$ cat src/rtl/ps2_rx.sv
// PS/2 device-to-host frame receiver.
// Synchronises the raw PS/2 clock/data pins, deserialises 11-bit frames
// (start, D0..D7 LSB first, odd parity, stop) and emits each good byte as a
// one-cycle strobe. Framing errors and inter-edge timeouts pulse o_err.
// Optional feature: define PS2_PARITY_CHECK_EN to reject frames with bad parity;
// without it the parity bit is clocked past and ignored.
module ps2_rx #(
  parameter int unsigned TIMEOUT_CYCLES = 10000
) (
  input  logic       clk,
  input  logic       i_sclr,
  input  logic       i_ps2_clk,
  input  logic       i_ps2_data,
  output logic [7:0] o_byte,
  output logic       o_byte_en,
  output logic       o_err
);

  localparam int unsigned CntW = $clog2(TIMEOUT_CYCLES + 1);
  localparam logic [CntW-1:0] CntLast = CntW'(TIMEOUT_CYCLES - 1);

  typedef enum logic [1:0] {StIdle, StData, StParity, StStop} state_e;

  logic            clk_s1, clk_s2, clk_hist;
  logic            dat_s1, dat_s2;
  logic            fall;
  logic            parity_ok;
  state_e          state;
  logic [2:0]      bit_cnt;
  logic [7:0]      shift;
  logic [CntW-1:0] tmo_cnt;

  // Two-flop synchronisers plus edge history; all reset high so reset never fakes a fall.
  always_ff @(posedge clk) begin
    if (i_sclr) begin
      clk_s1   <= 1'b1;
      clk_s2   <= 1'b1;
      clk_hist <= 1'b1;
      dat_s1   <= 1'b1;
      dat_s2   <= 1'b1;
    end else begin
      clk_s1   <= i_ps2_clk;
      clk_s2   <= clk_s1;
      clk_hist <= clk_s2;
      dat_s1   <= i_ps2_data;
      dat_s2   <= dat_s1;
    end
  end

  assign fall = clk_hist & ~clk_s2;

`ifdef PS2_PARITY_CHECK_EN
  logic parity_bit;

  // Latch the received parity bit when the PARITY-state edge arrives.
  always_ff @(posedge clk) begin
    if (i_sclr) begin
      parity_bit <= 1'b0;
    end else if (fall && state == StParity) begin
      parity_bit <= dat_s2;
    end
  end

  // Odd parity: data bits plus parity bit must XOR to one.
  assign parity_ok = ^{shift, parity_bit};
`else
  assign parity_ok = 1'b1;
`endif

  // Frame FSM, timeout counter and registered output strobes.
  always_ff @(posedge clk) begin
    if (i_sclr) begin
      state     <= StIdle;
      bit_cnt   <= 3'd0;
      shift     <= 8'h00;
      tmo_cnt   <= '0;
      o_byte    <= 8'h00;
      o_byte_en <= 1'b0;
      o_err     <= 1'b0;
    end else begin
      o_byte_en <= 1'b0;
      o_err     <= 1'b0;
      if (fall) begin
        // An edge always wins over a coincident timeout.
        tmo_cnt <= '0;
        case (state)
          StIdle: begin
            if (!dat_s2) begin
              state   <= StData;
              bit_cnt <= 3'd0;
            end
          end
          StData: begin
            shift[bit_cnt] <= dat_s2;
            bit_cnt        <= bit_cnt + 3'd1;
            if (bit_cnt == 3'd7) begin
              state <= StParity;
            end
          end
          StParity: begin
            state <= StStop;
          end
          StStop: begin
            if (dat_s2 && parity_ok) begin
              o_byte    <= shift;
              o_byte_en <= 1'b1;
            end else begin
              o_err <= 1'b1;
            end
            state <= StIdle;
          end
          default: state <= StIdle;
        endcase
      end else if (state == StIdle) begin
        tmo_cnt <= '0;
      end else if (tmo_cnt >= CntLast) begin
        // Counter reaches TIMEOUT_CYCLES here; abort and drop the partial frame.
        o_err   <= 1'b1;
        state   <= StIdle;
        tmo_cnt <= '0;
      end else begin
        tmo_cnt <= tmo_cnt + CntW'(1);
      end
    end
  end

endmodule

$ cat config.mk
export PLATFORM = sky130hd
export DESIGN_NAME = ps2_rx
export DESIGN_NICKNAME = d
export VERILOG_FILES = /design/src/rtl/ps2_rx.sv
export SDC_FILE = /design/constraint.sdc
export NUM_CORES = 1
export LEC_CHECK = 0
export BUFFER_PORTS_ARGS = -buffer_cell sky130_fd_sc_hd__buf_4
export CAP_MARGIN = 15
export CORE_ASPECT_RATIO = 1.1
export CORE_MARGIN = 8
export CORE_UTILIZATION = 62
export DETAILED_ROUTE_END_ITERATION = 6
export HOLD_SLACK_MARGIN = 0.1
export PLACE_DENSITY = 0.94
export SYNTH_ARGS = -nofsm -noshare
export SYNTH_HDL_FRONTEND = slang
export SYNTH_SLANG_ARGS = --single-unit
$ cat constraint.sdc
create_clock -name clk -period 3.5 [get_ports clk]
set_clock_uncertainty 0.2 [all_clocks]
set_input_delay 0.875 -clock clk [delete_from_list [all_inputs] [get_ports clk]]
set_output_delay 0.875 -clock clk [all_outputs]
set_load 0.03 [all_outputs]
==> key figures, run 1 <==
Drt
  • First drt pass iteration count: 4
  • DRC viols: 0
  • DRT iter0 DRCs: 55
  • Drt wl/cell: between 10 and 15 um
  • Final wirelength: 3260 um
  • Avg Vias per Cell: between 5 and 6
  • ANT nets after route: 0
  • Detailed-route via count: about 1400

Yosys
  • Count leader, synth: dfxtp_1
  • Post-Syn Nets: between 200 and 250
  • Sequential fraction of the synthesis area: 0.461
  • Prevailing post-synth register cell: dfxtp_1
  • Post-synthesis cell type count: 38
  • Yosys top cell by area: dfxtp_1
  • Top post-synthesis cells by count: dfxtp_1 (42), nor2_1 (26), nand2_1 (25), a21oi_1 (11), xnor2_1 (9)
  • Mapped Cells: roughly 200
  • Top post-synthesis cells by area: dfxtp_1 (46%), nor2_1 (5.4%), nand2_1 (5.1%), ha_1 (4.8%), xnor2_1 (4.3%)
  • Syn Std Cell Area: between 1500 and 2000 um2
  • Flops & latches, synth: 42
  • Synth Area per Inst: approximately 9.1 um2
  • Async S/R FF share, synth: 0
  • Post-synth EDFFs: 0
  • Share of the synthesized area in the top cell type: 0.461
  • Yosys warning count: 0

Critical path
  • Setup slack, reg-to-reg: about 1.7 ns
  • Arrival @ worst endpoint: a little under 0.9 ns
  • Cell family with most CP delay: flip-flops
  • CP startpoint kind: flop
  • Crit path kind: flop to output port
  • Worst Setup End Kind: output port
  • Slowest stage delay, CP: 0.36 ns
  • Worst path bufs/invs: 1
  • CP max stage cell: dfxtp_1
  • CP required: about 2.4 ns
  • CP Max Fanout: 2
  • Worst path cell trace: buf_4

STA
  • Final number of setup-violating endpoints: 0
  • Min Tclk post-route: slightly below 2 ns
  • Worst slew margin: 0.681
  • Maximum clock rate: approximately 500 MHz
  • Worst Tran Pin Value: around 0.48 ns
  • Setup_tns: 0 ns
  • Final cycle utilization of the critical path: 0.561
  • RSZ-0062 raised after global routing: no
  • Final Hold Violating Endpoints: 0
  • Max Slew Vio Count: 0

Global route
  • Largest net degree at the start of global routing: 32
  • GRT Resource Usage Total: 0.154
  • Via count of the first global-routing pass: approximately 1300
  • First-pass GRT wire length: 5770 um
  • Gr ovfl total: 0
  • Initial antenna violation count: 0

Floorplanning
  • Core footprint: ~2800 um2
  • Initial Util: 0.656
  • IO Pins: 14
  • DIE AREA: approximately 5000 um2
  • Die span in x: 67.7 um
  • Cell Rows: 20
  • Die height: around 73 um

Pwr
  • P_sw: approximately 0.22 mW
  • Part of the power in combinational logic: 0.101
  • Static leakage: approximately 0.7 nW
  • Max VDD drop: between 0.0004 and 0.0005 V
  • Int Pwr: 0.674 mW
  • Pwr dens: 448 nW/um2
  • Sw Share: 0.245
  • Reg power frac: 0.557
  • Clock Power Share: 0.342

Final layout
  • Area delta synth->final: 9.33%
  • Non-filler instance count after layout: ~250
  • Fin util: 0.718
  • Nets@finish: roughly 220
  • Multi-input logic area: about 910 um2
  • Reg area: around 840 um2
  • Layout cells sized above 1: 0.178
  • Final-layout fill cell count: between 200 and 250
  • Antenna cells: 0

Clock tree
  • Clock Pin Slew Worst Setup and Hold Paths: ~0.12 ns
  • CTS Buffer Depth: 2
  • H-tree depth: 2
  • Post-CTS setup repair buffer count: 0
  • CTS tree: done
  • Number of gates resized after CTS: 0
  • Root buffer cell: clkbuf_4
  • Post-CTS Hold Fix Bufs: 0
  • Clk_lat worst skew: roughly 0.36 ns
  • Number of CTS-inserted buffers: 5
  • Sink count of the clock tree: 42

Placement
  • Post-Place Cells: 238
  • Port bufs: 13
  • RePlAce Congestion: just under 0.8
  • Post-detail-place hpwl: between 2000 and 2500 um

Status
  • Status: complete, no violations

Worst hold path
  • Worst Hold Class: flop to flop

Run
  • Max Cap Violations: 0
## state kept, by name, summed over array words and instances, names as in the netlist, 2 cells and up
register	flops
bit_cnt	3
o_byte	8
tmo_cnt	14
state	2
shift	8
## final timing paths
kind,startpoint,endpoint,cells past startpoint
min reg2reg,dat_s1$_SDFF_PP1_,dat_s2$_SDFF_PP1_,1
min,dat_s1$_SDFF_PP1_,dat_s2$_SDFF_PP1_,1
max,o_byte[5]$_SDFFE_PP0P_,o_byte[5],1
max reg2reg,state[1]$_SDFFE_PP0P_,shift[5]$_SDFFE_PP0P_,6
## logic make-up (layout without fill, tap and decap cells)
kind of cell / Yosys count / in the layout / synth area share
simple gates: 96 / 96 / 0.283
mux: 7 / 7 / 0.0384
xor+xnor: 11 / 11 / 0.0529
compound gates: 21 / 21 / 0.0762
flops: 42 / 42 / 0.461
buf+inv: 17 / 29 / 0.0405
fa+ha+maj: 7 / 7 / 0.0480
## stage by stage
step	hold slack, ns	setup slack, ns	area (um2)	total power [mW]
floorplan	0.189	1.73	1820	0.583
global placement	0.192	1.50	1920	0.594
detailed placement	0.198	1.46	1920	0.598
CTS	0.225	1.52	1990	0.900
global route	0.242	1.46	1990	0.930
finish	0.220	1.54	1990	0.893
## layout make-up
class,instances,area share
Multi-Input combinational cell,142,0.456
Sequential cell,42,0.422
Timing Repair Buffer,13,0.0490
Clock buffer,7,0.0226
Tap cell,33,0.0207
Clock inverter,1,0.0151
Inverter,8,0.0151
## layout by cell type (no fill, tap or decap), types with 3 or more instances in the layout
cell type	instances
a21oi_1	11
mux2i_1	7
nor2_2	5
xnor2_1	9
nor3_1	3
inv_1	8
buf_4	13
ha_1	7
nand4_1	3
nor2_1	26
nand3b_1	5
nand2_1	25
or2_2	5
nand3_1	7
dfxtp_1	42
clkbuf_4	5
## per-layer routing
| layer | vias up | track usage | share of wire |
|---|---|---|---|
| met1 | 647 | 0.163 | 0.44 |
| met2 | 20 | 0.250 | 0.49 |
| met3 | 8 | 0.0614 | 0.044 |
| met4 | 0 | 0.0884 | 0.026 |
| met5 | - | 0 | 0 |
| li1 | 696 | - | - |
## power by group through the flow
stage | clock (mW) | combinational [mW] | sequential [mW]
floorplan | 0 | 0.0775 | 0.505
global placement | 0 | 0.0856 | 0.508
detailed placement | 0 | 0.0897 | 0.508
CTS | 0.313 | 0.0902 | 0.498
global route | 0.330 | 0.101 | 0.500
finish | 0.305 | 0.0901 | 0.498
(Power assumes the default switching activity.)
==> inputs of run 2 (changes only) <==
ABC_AREA = 1   (was unset)
CORE_UTILIZATION = 52   (was 62)
PLACE_DENSITY = 0.85   (was 0.94)
clock period = 1.7 ns   (was 3.5 ns; I/O delays follow)
==> run 2 against run 1 <==
Against the previous run: hold slack gained 0.0016 ns; core utilization is 6.7 points lower; highest routed layer unchanged; sequential cell count stayed put; synthesized cell count increased by 20%; largest power group unchanged; critical path type is now primary input to flop; sequential power up 99%.
==> key figures, run 2 <==
Worst hold path
  • Worst Hold Class: flop to flop

STA
  • RSZ-0062 raised after global routing: yes
  • Min Tclk post-route: roughly 1.7 ns
  • Maximum clock rate: ~600 MHz
  • Hold_ws: around 0.22 ns
  • Max Slew Vio Count: 0
  • Setup_tns: 0 ns
  • Final cycle utilization of the critical path: 0.989
  • Final Hold Violating Endpoints: 0
  • Worst Tran Pin Value: approximately 0.3 ns
  • Final number of setup-violating endpoints: 0
  • Worst slew margin: 0.802

Drt
  • Final wirelength: 3690 um
  • Drt wl/cell: 11.8 um
  • Avg Vias per Cell: 5.05
  • ANT nets after route: 0
  • DRT iter0 DRCs: about 120
  • Detailed-route via count: roughly 1600
  • First drt pass iteration count: 4
  • DRC viols: 0

Run
  • Max Cap Violations: 0

Yosys
  • Share of the synthesized area in the top cell type: 0.456
  • Flops & latches, synth: 42
  • Post-synthesis cell type count: 30
  • Yosys warning count: 0
  • Synth Area per Inst: ~7.6 um2
  • Syn Std Cell Area: 1840 um2
  • Count leader, synth: nor2_1
  • Async S/R FF share, synth: 0
  • Sequential fraction of the synthesis area: 0.456
  • Yosys top cell by area: dfxtp_1
  • Prevailing post-synth register cell: dfxtp_1
  • Post-Syn Nets: around 250
  • Top post-synthesis cells by area: dfxtp_1 (46%), nor2_1 (9.4%), nand2_1 (7.5%), inv_1 (5.1%), ha_1 (4.8%)
  • Top post-synthesis cells by count: nor2_1 (46), dfxtp_1 (42), nand2_1 (37), inv_1 (25), nand3_1 (14)
  • Post-synth EDFFs: 0
  • Mapped Cells: 241

Placement
  • Post-DP Area: just over 2000 um2
  • RePlAce Congestion: 0.828
  • Post-detail-place hpwl: approximately 2600 um
  • Port bufs: 13

Critical path
  • Crit path kind: primary input to flop
  • End of the critical path: tmo_cnt[11]$_SDFF_PP0_
  • Setup slack, reg-to-reg: ~0.08 ns
  • Cell count of the worst reg-to-reg path: 7
  • Arrival @ worst endpoint: 1.75 ns
  • CP Max Fanout: 14
  • CP startpoint kind: primary input
  • Worst r2r src: bit_cnt[0]$_SDFFE_PP0P_
  • Worst Setup End Kind: flop
  • CP required: between 1.5 and 2 ns
  • R2r endpoint: state[0]$_SDFFE_PP0P_
  • CP Launch Point: i_sclr

Final layout
  • Commonest non-fill, non-tap cells in the layout: nor2_1 (43), dfxtp_1 (38), nand2_1 (37), inv_1 (25), buf_4 (17)
  • Most flop-heavy register: tmo_cnt
  • Nets@finish: roughly 280
  • Area delta synth->final: 18.5%
  • Largest register FFs: 14
  • Antenna cells: 0
  • Final Cell Area: 2180 um2
  • Biggest regs: tmo_cnt x14, o_byte x8, shift x8
  • Layout cells sized above 1: 0.241
  • Final-layout fill cell count: ~290
  • Commonest non-fill, non-tap cell in the layout: nor2_1

Clock tree
  • Number of CTS-inserted buffers: 5
  • Root buffer cell: clkbuf_4
  • H-tree depth: 2
  • CTS tree: done
  • Clk_lat worst skew: 0.36 ns
  • Sink count of the clock tree: 42
  • CTS Buffer Depth: 2
  • Clock Pin Slew Worst Setup and Hold Paths: around 0.11 ns
  • Post-CTS setup repair buffer count: 0

Floorplanning
  • Initial Util: 0.549
  • Cell Rows: 22
  • Core footprint: 3360 um2
  • Die span in x: approximately 73 um
  • DIE AREA: around 5700 um2
  • IO Pins: 14
  • Die height: around 80 um

Pwr
  • Tot Pwr: roughly 1.7 mW
  • Pwr dens: ~760 nW/um2
  • Static leakage: around 0.9 nW
  • Max VDD drop: between 0.0005 and 0.0006 V

Global route
  • Initial antenna violation count: 0
  • Largest net degree at the start of global routing: 16
  • First-pass GRT wire length: between 6000 and 7000 um
  • Gr ovfl total: 0
  • Via count of the first global-routing pass: 1452
  • GRT Resource Usage Total: 0.139

Status
  • Status: complete, no violations
## run 2: cell families (layout without fill, tap and decap cells)
| logic type | after synthesis | in the layout | share of synthesized area |
|---|---|---|---|
| AOI/OAI and AO/OA | 32 | 32 | 0.0998 |
| xor gates and xnor gates | 3 | 3 | 0.0143 |
| adders and majority gates | 7 | 7 | 0.0475 |
| buffers and inverters | 32 | 57 | 0.0692 |
| DFF | 42 | 42 | 0.456 |
| and+or+nand+nor | 125 | 125 | 0.313 |
## run 2: how the worst min path moves through the flow
stage,endpoint,cells past startpoint,startpoint
floorplan,clk_s2$_SDFF_PP1_,1,clk_s1$_SDFF_PP1_
global placement,dat_s2$_SDFF_PP1_,1,dat_s1$_SDFF_PP1_
detailed placement,clk_s2$_SDFF_PP1_,1,clk_s1$_SDFF_PP1_
CTS,dat_s2$_SDFF_PP1_,1,dat_s1$_SDFF_PP1_
global route,tmo_cnt[0]$_SDFF_PP0_,1,tmo_cnt[0]$_SDFF_PP0_
finish,dat_s2$_SDFF_PP1_,1,dat_s1$_SDFF_PP1_
## run 2: critical path, cell delays in order
cell and delay (ns):
dlygate4sd3_1 0.55, buf_4 0.16, nor2_1 0.16, nand3_2 0.12, buf_12 0.17, nor3_1 0.17
## run 2: cell type report
| class | count | area (um2) | share of cell area |
|---|---|---|---|
| flip-flops and latches | 42 | 848 | 0.388 |
| multi-input cells | 167 | 918 | 0.420 |
| inverters | 28 | 105 | 0.0481 |
| clock inverters | 1 | 30.0 | 0.0137 |
| repair buffers | 21 | 178 | 0.0813 |
| clock buffers | 7 | 45.0 | 0.0206 |
| well taps | 48 | 60.1 | 0.0275 |
## run 2: per-stage QoR
step	utilization	setup slack, ns	instances
global placement	0.604	0.0991	303
finish	0.651	0.0195	314
floorplan	-	0.226	241
CTS	0.635	0.0147	314
detailed placement	0.604	0.0358	303
global route	0.651	-0.0540	314
## run 2: layer usage
| layer | vias up | share of wire | track usage |
|---|---|---|---|
| met1 | 734 | 0.44 | 0.154 |
| met4 | 0 | 0.022 | 0.0782 |
| met5 | - | 0 | 0 |
| met3 | 8 | 0.037 | 0.0330 |
| met2 | 27 | 0.50 | 0.237 |
| li1 | 817 | - | - |
## run 2: timing repair
| action | 4_1_cts | 5_1_grt |
|---|---|---|
| resized for setup | 0 | 17 |
| hold buffers | 3 | 0 |
| endpoints found under the setup margin | 0 | 18 |
| endpoints found under the hold margin | 4 | 0 |
## run 2: power by group
group          internal (mW)  switching (mW)  leakage (nW)  total (mW)
sequential             0.988         0.00246         0.342       0.990
clock                  0.312           0.308        0.0395       0.620
combinational         0.0194          0.0268         0.500      0.0462
total                   1.32           0.337         0.881        1.66
==> inputs of run 3 (changes only) <==
--- a/config.mk
+++ b/config.mk
@@ -11,4 +11,5 @@
 export CORE_ASPECT_RATIO = 1.1
-export CORE_MARGIN = 8
+export CORE_MARGIN = 2
 export CORE_UTILIZATION = 52
+export CTS_CLUSTER_SIZE = 25
 export DETAILED_ROUTE_END_ITERATION = 6
--- a/constraint.sdc
+++ b/constraint.sdc
@@ -4,2 +4,2 @@
 set_output_delay 0.425 -clock clk [all_outputs]
-set_load 0.03 [all_outputs]
+set_load 0.05 [all_outputs]
==> run 3 against run 2 <==
Against the previous run: design area rose by 1.1%; sequential share of layout area is 0.64 points lower; final cell count increased by 2.2%; clock-buffer cell count stayed put; die area decreased by 29%; combinational power barely moved; sequential power is essentially flat; sequential cell count stayed put; maximum frequency grew 0.90%; worst setup slack gained 0.015 ns.
==> key figures, run 3 (same netlist as run 2, synthesis figures left out) <==
Status
  • Status: complete, no violations

Critical path
  • Slowest stage delay, CP: approximately 0.35 ns
  • Cell repeated most along the worst path: nand2_1
  • Arrival @ worst endpoint: around 1.8 ns
  • CP required: roughly 1.8 ns
  • Worst path cell trace: ha_2, nand3_1, nand2_1, inv_1, nand2_1, nand2_2, nand3_4, buf_4, a21oi_2
  • CP startpoint kind: flop
  • CP max stage cell: dfxtp_2
  • Crit path kind: flop to flop
  • CP Max Fanout: 8
  • Cell family with most CP delay: simple AND/OR/NAND/NOR gates
  • Worst Setup End Kind: flop
  • Worst path bufs/invs: 2

Global route
  • Largest net degree at the start of global routing: 18
  • Gr ovfl total: 0
  • GRT Resource Usage Total: 0.200
  • Initial antenna violation count: 0
  • First-pass GRT wire length: just under 6000 um
  • Via count of the first global-routing pass: about 1400

Drt
  • ANT nets after route: 0
  • DRT iter0 DRCs: 36
  • Drt wl/cell: roughly 11 um
  • Detailed-route via count: 1583
  • DRC viols: 0
  • Final wirelength: roughly 3700 um
  • First drt pass iteration count: 4
  • Avg Vias per Cell: around 4.9

STA
  • Final number of setup-violating endpoints: 0
  • Worst slew margin: 0.793
  • Maximum clock rate: between 600 and 700 MHz
  • RSZ-0062 raised after global routing: yes
  • Final cycle utilization of the critical path: 0.980
  • Worst Tran Pin Value: around 0.3 ns
  • Min Tclk post-route: 1.67 ns
  • Final Hold Violating Endpoints: 0
  • Max Slew Vio Count: 0
  • Setup_tns: 0 ns

Final layout
  • Commonest non-fill, non-tap cell in the layout: nor2_1
  • Antenna cells: 0
  • Fin util: 0.658
  • Non-filler instance count after layout: about 320
  • Layout cells sized above 1: 0.245
  • Biggest regs: tmo_cnt x14, o_byte x8, shift x8
  • Most flop-heavy register: tmo_cnt
  • Area delta synth->final: 19.8%
  • Nets@finish: around 280
  • Final Cell Area: roughly 2200 um2
  • Final-layout fill cell count: about 280
  • Commonest non-fill, non-tap cells in the layout: nor2_1 (43), dfxtp_1 (40), nand2_1 (36), inv_1 (25), buf_4 (25)
  • Largest register FFs: 14

Clock tree
  • Number of CTS-inserted buffers: 5
  • Sink count of the clock tree: 42
  • CTS Buffer Depth: 2
  • Clock Pin Slew Worst Setup and Hold Paths: about 0.12 ns
  • H-tree depth: 2
  • Clk_lat worst skew: approximately 0.35 ns
  • Root buffer cell: clkbuf_4
  • CTS tree: done

Placement
  • Post-detail-place hpwl: around 2600 um
  • RePlAce Congestion: 0.813
  • Post-DP Area: ~2000 um2
  • Port bufs: 13
  • Post-Place Cells: approximately 310

Floorplanning
  • Die height: approximately 66 um
  • IO Pins: 14
  • Core footprint: around 3400 um2
  • Initial Util: 0.549
  • DIE AREA: about 4000 um2
  • Die span in x: 60.8 um
  • Cell Rows: 22

Pwr
  • P_sw: ~0.33 mW
  • Clock Power Share: 0.326
  • Pwr dens: 698 nW/um2
  • Static leakage: between 0.9 and 1 nW
  • Sw Share: 0.215
  • Tot Pwr: roughly 1.5 mW
  • Max VDD drop: 0.000519 V
  • Reg power frac: 0.644
  • Int Pwr: ~1.2 mW
  • Part of the power in combinational logic: 0.030

Worst hold path
  • Worst Hold Class: primary input to flop

Run
  • Max Cap Violations: 0
[run 3: cell types whose count changed in the layout (fill, tap and decap cells not counted), moves of 2 or more]
cell     change
dfxtp_1      +2
ha_1         +2
buf_4        +8
ha_2         -2
nand3_2      -2
[run 3: area by class of cell]
class                   count  area, um2  area share
multi-input cells         167        910       0.412
flip-flops and latches     42        843       0.382
repair buffers             28        228       0.103
inverters                  28        108      0.0487
well taps                  48       60.1      0.0272
clock buffers               7       55.1      0.0249
clock inverters             1       5.00     0.00227
[run 3: worst min-delay path, cell delays in order]
cell	delay (ns)
buf_4	0.10
nor2_2	0.05
nand2_1	0.05
o21ai_0	0.08
[run 3: power groups by stage]
stage          registers [mW]  clock network, mW  logic [mW]
2_1_floorplan            1.01                  0      0.0234
3_3_place_gp             1.01                  0      0.0378
3_5_place_dp             1.01                  0      0.0386
4_1_cts                 0.992              0.514      0.0432
5_1_grt                 0.993              0.546      0.0505
6_report                0.992              0.503      0.0461
[run 3: metal layers]
layer  up-vias  global-route usage  wire (um)
met3         8              0.0548        122
li1        831                   -          -
met1       711               0.218       1560
met2        33               0.359       1910
met5         -                   0          0
met4         0              0.0734         70
[run 3: timing repair]
action,in CTS,in global routing
resized for setup,2,10
hold buffers,2,0
pin swaps,1,3
hold endpoints to repair,2,0
buffers inserted,0,4
setup endpoints to repair,6,22
[run 3: final timing paths]
kind | startpoint | to | slack [ns] | cells after the start
min reg2reg | dat_s1$_SDFF_PP1_ | dat_s2$_SDFF_PP1_ | 0.22 | 1
min | i_sclr | o_err$_SDFF_PP0_ | 0.20 | 4
max reg2reg | tmo_cnt[0]$_SDFF_PP0_ | tmo_cnt[9]$_SDFF_PP0_ | 0.03 | 9
max | tmo_cnt[0]$_SDFF_PP0_ | tmo_cnt[9]$_SDFF_PP0_ | 0.03 | 9
[run 3: stage by stage]
| stage | setup slack (ns) | hold WS, ns |
|---|---|---|
| 3_5_place_dp | -0.0114 | 0.195 |
| 2_1_floorplan | 0.226 | 0.189 |
| 5_1_grt | -0.0762 | 0.212 |
| 4_1_cts | 0.00102 | 0.197 |
| 3_3_place_gp | 0.108 | 0.195 |
| 6_report | 0.0344 | 0.199 |
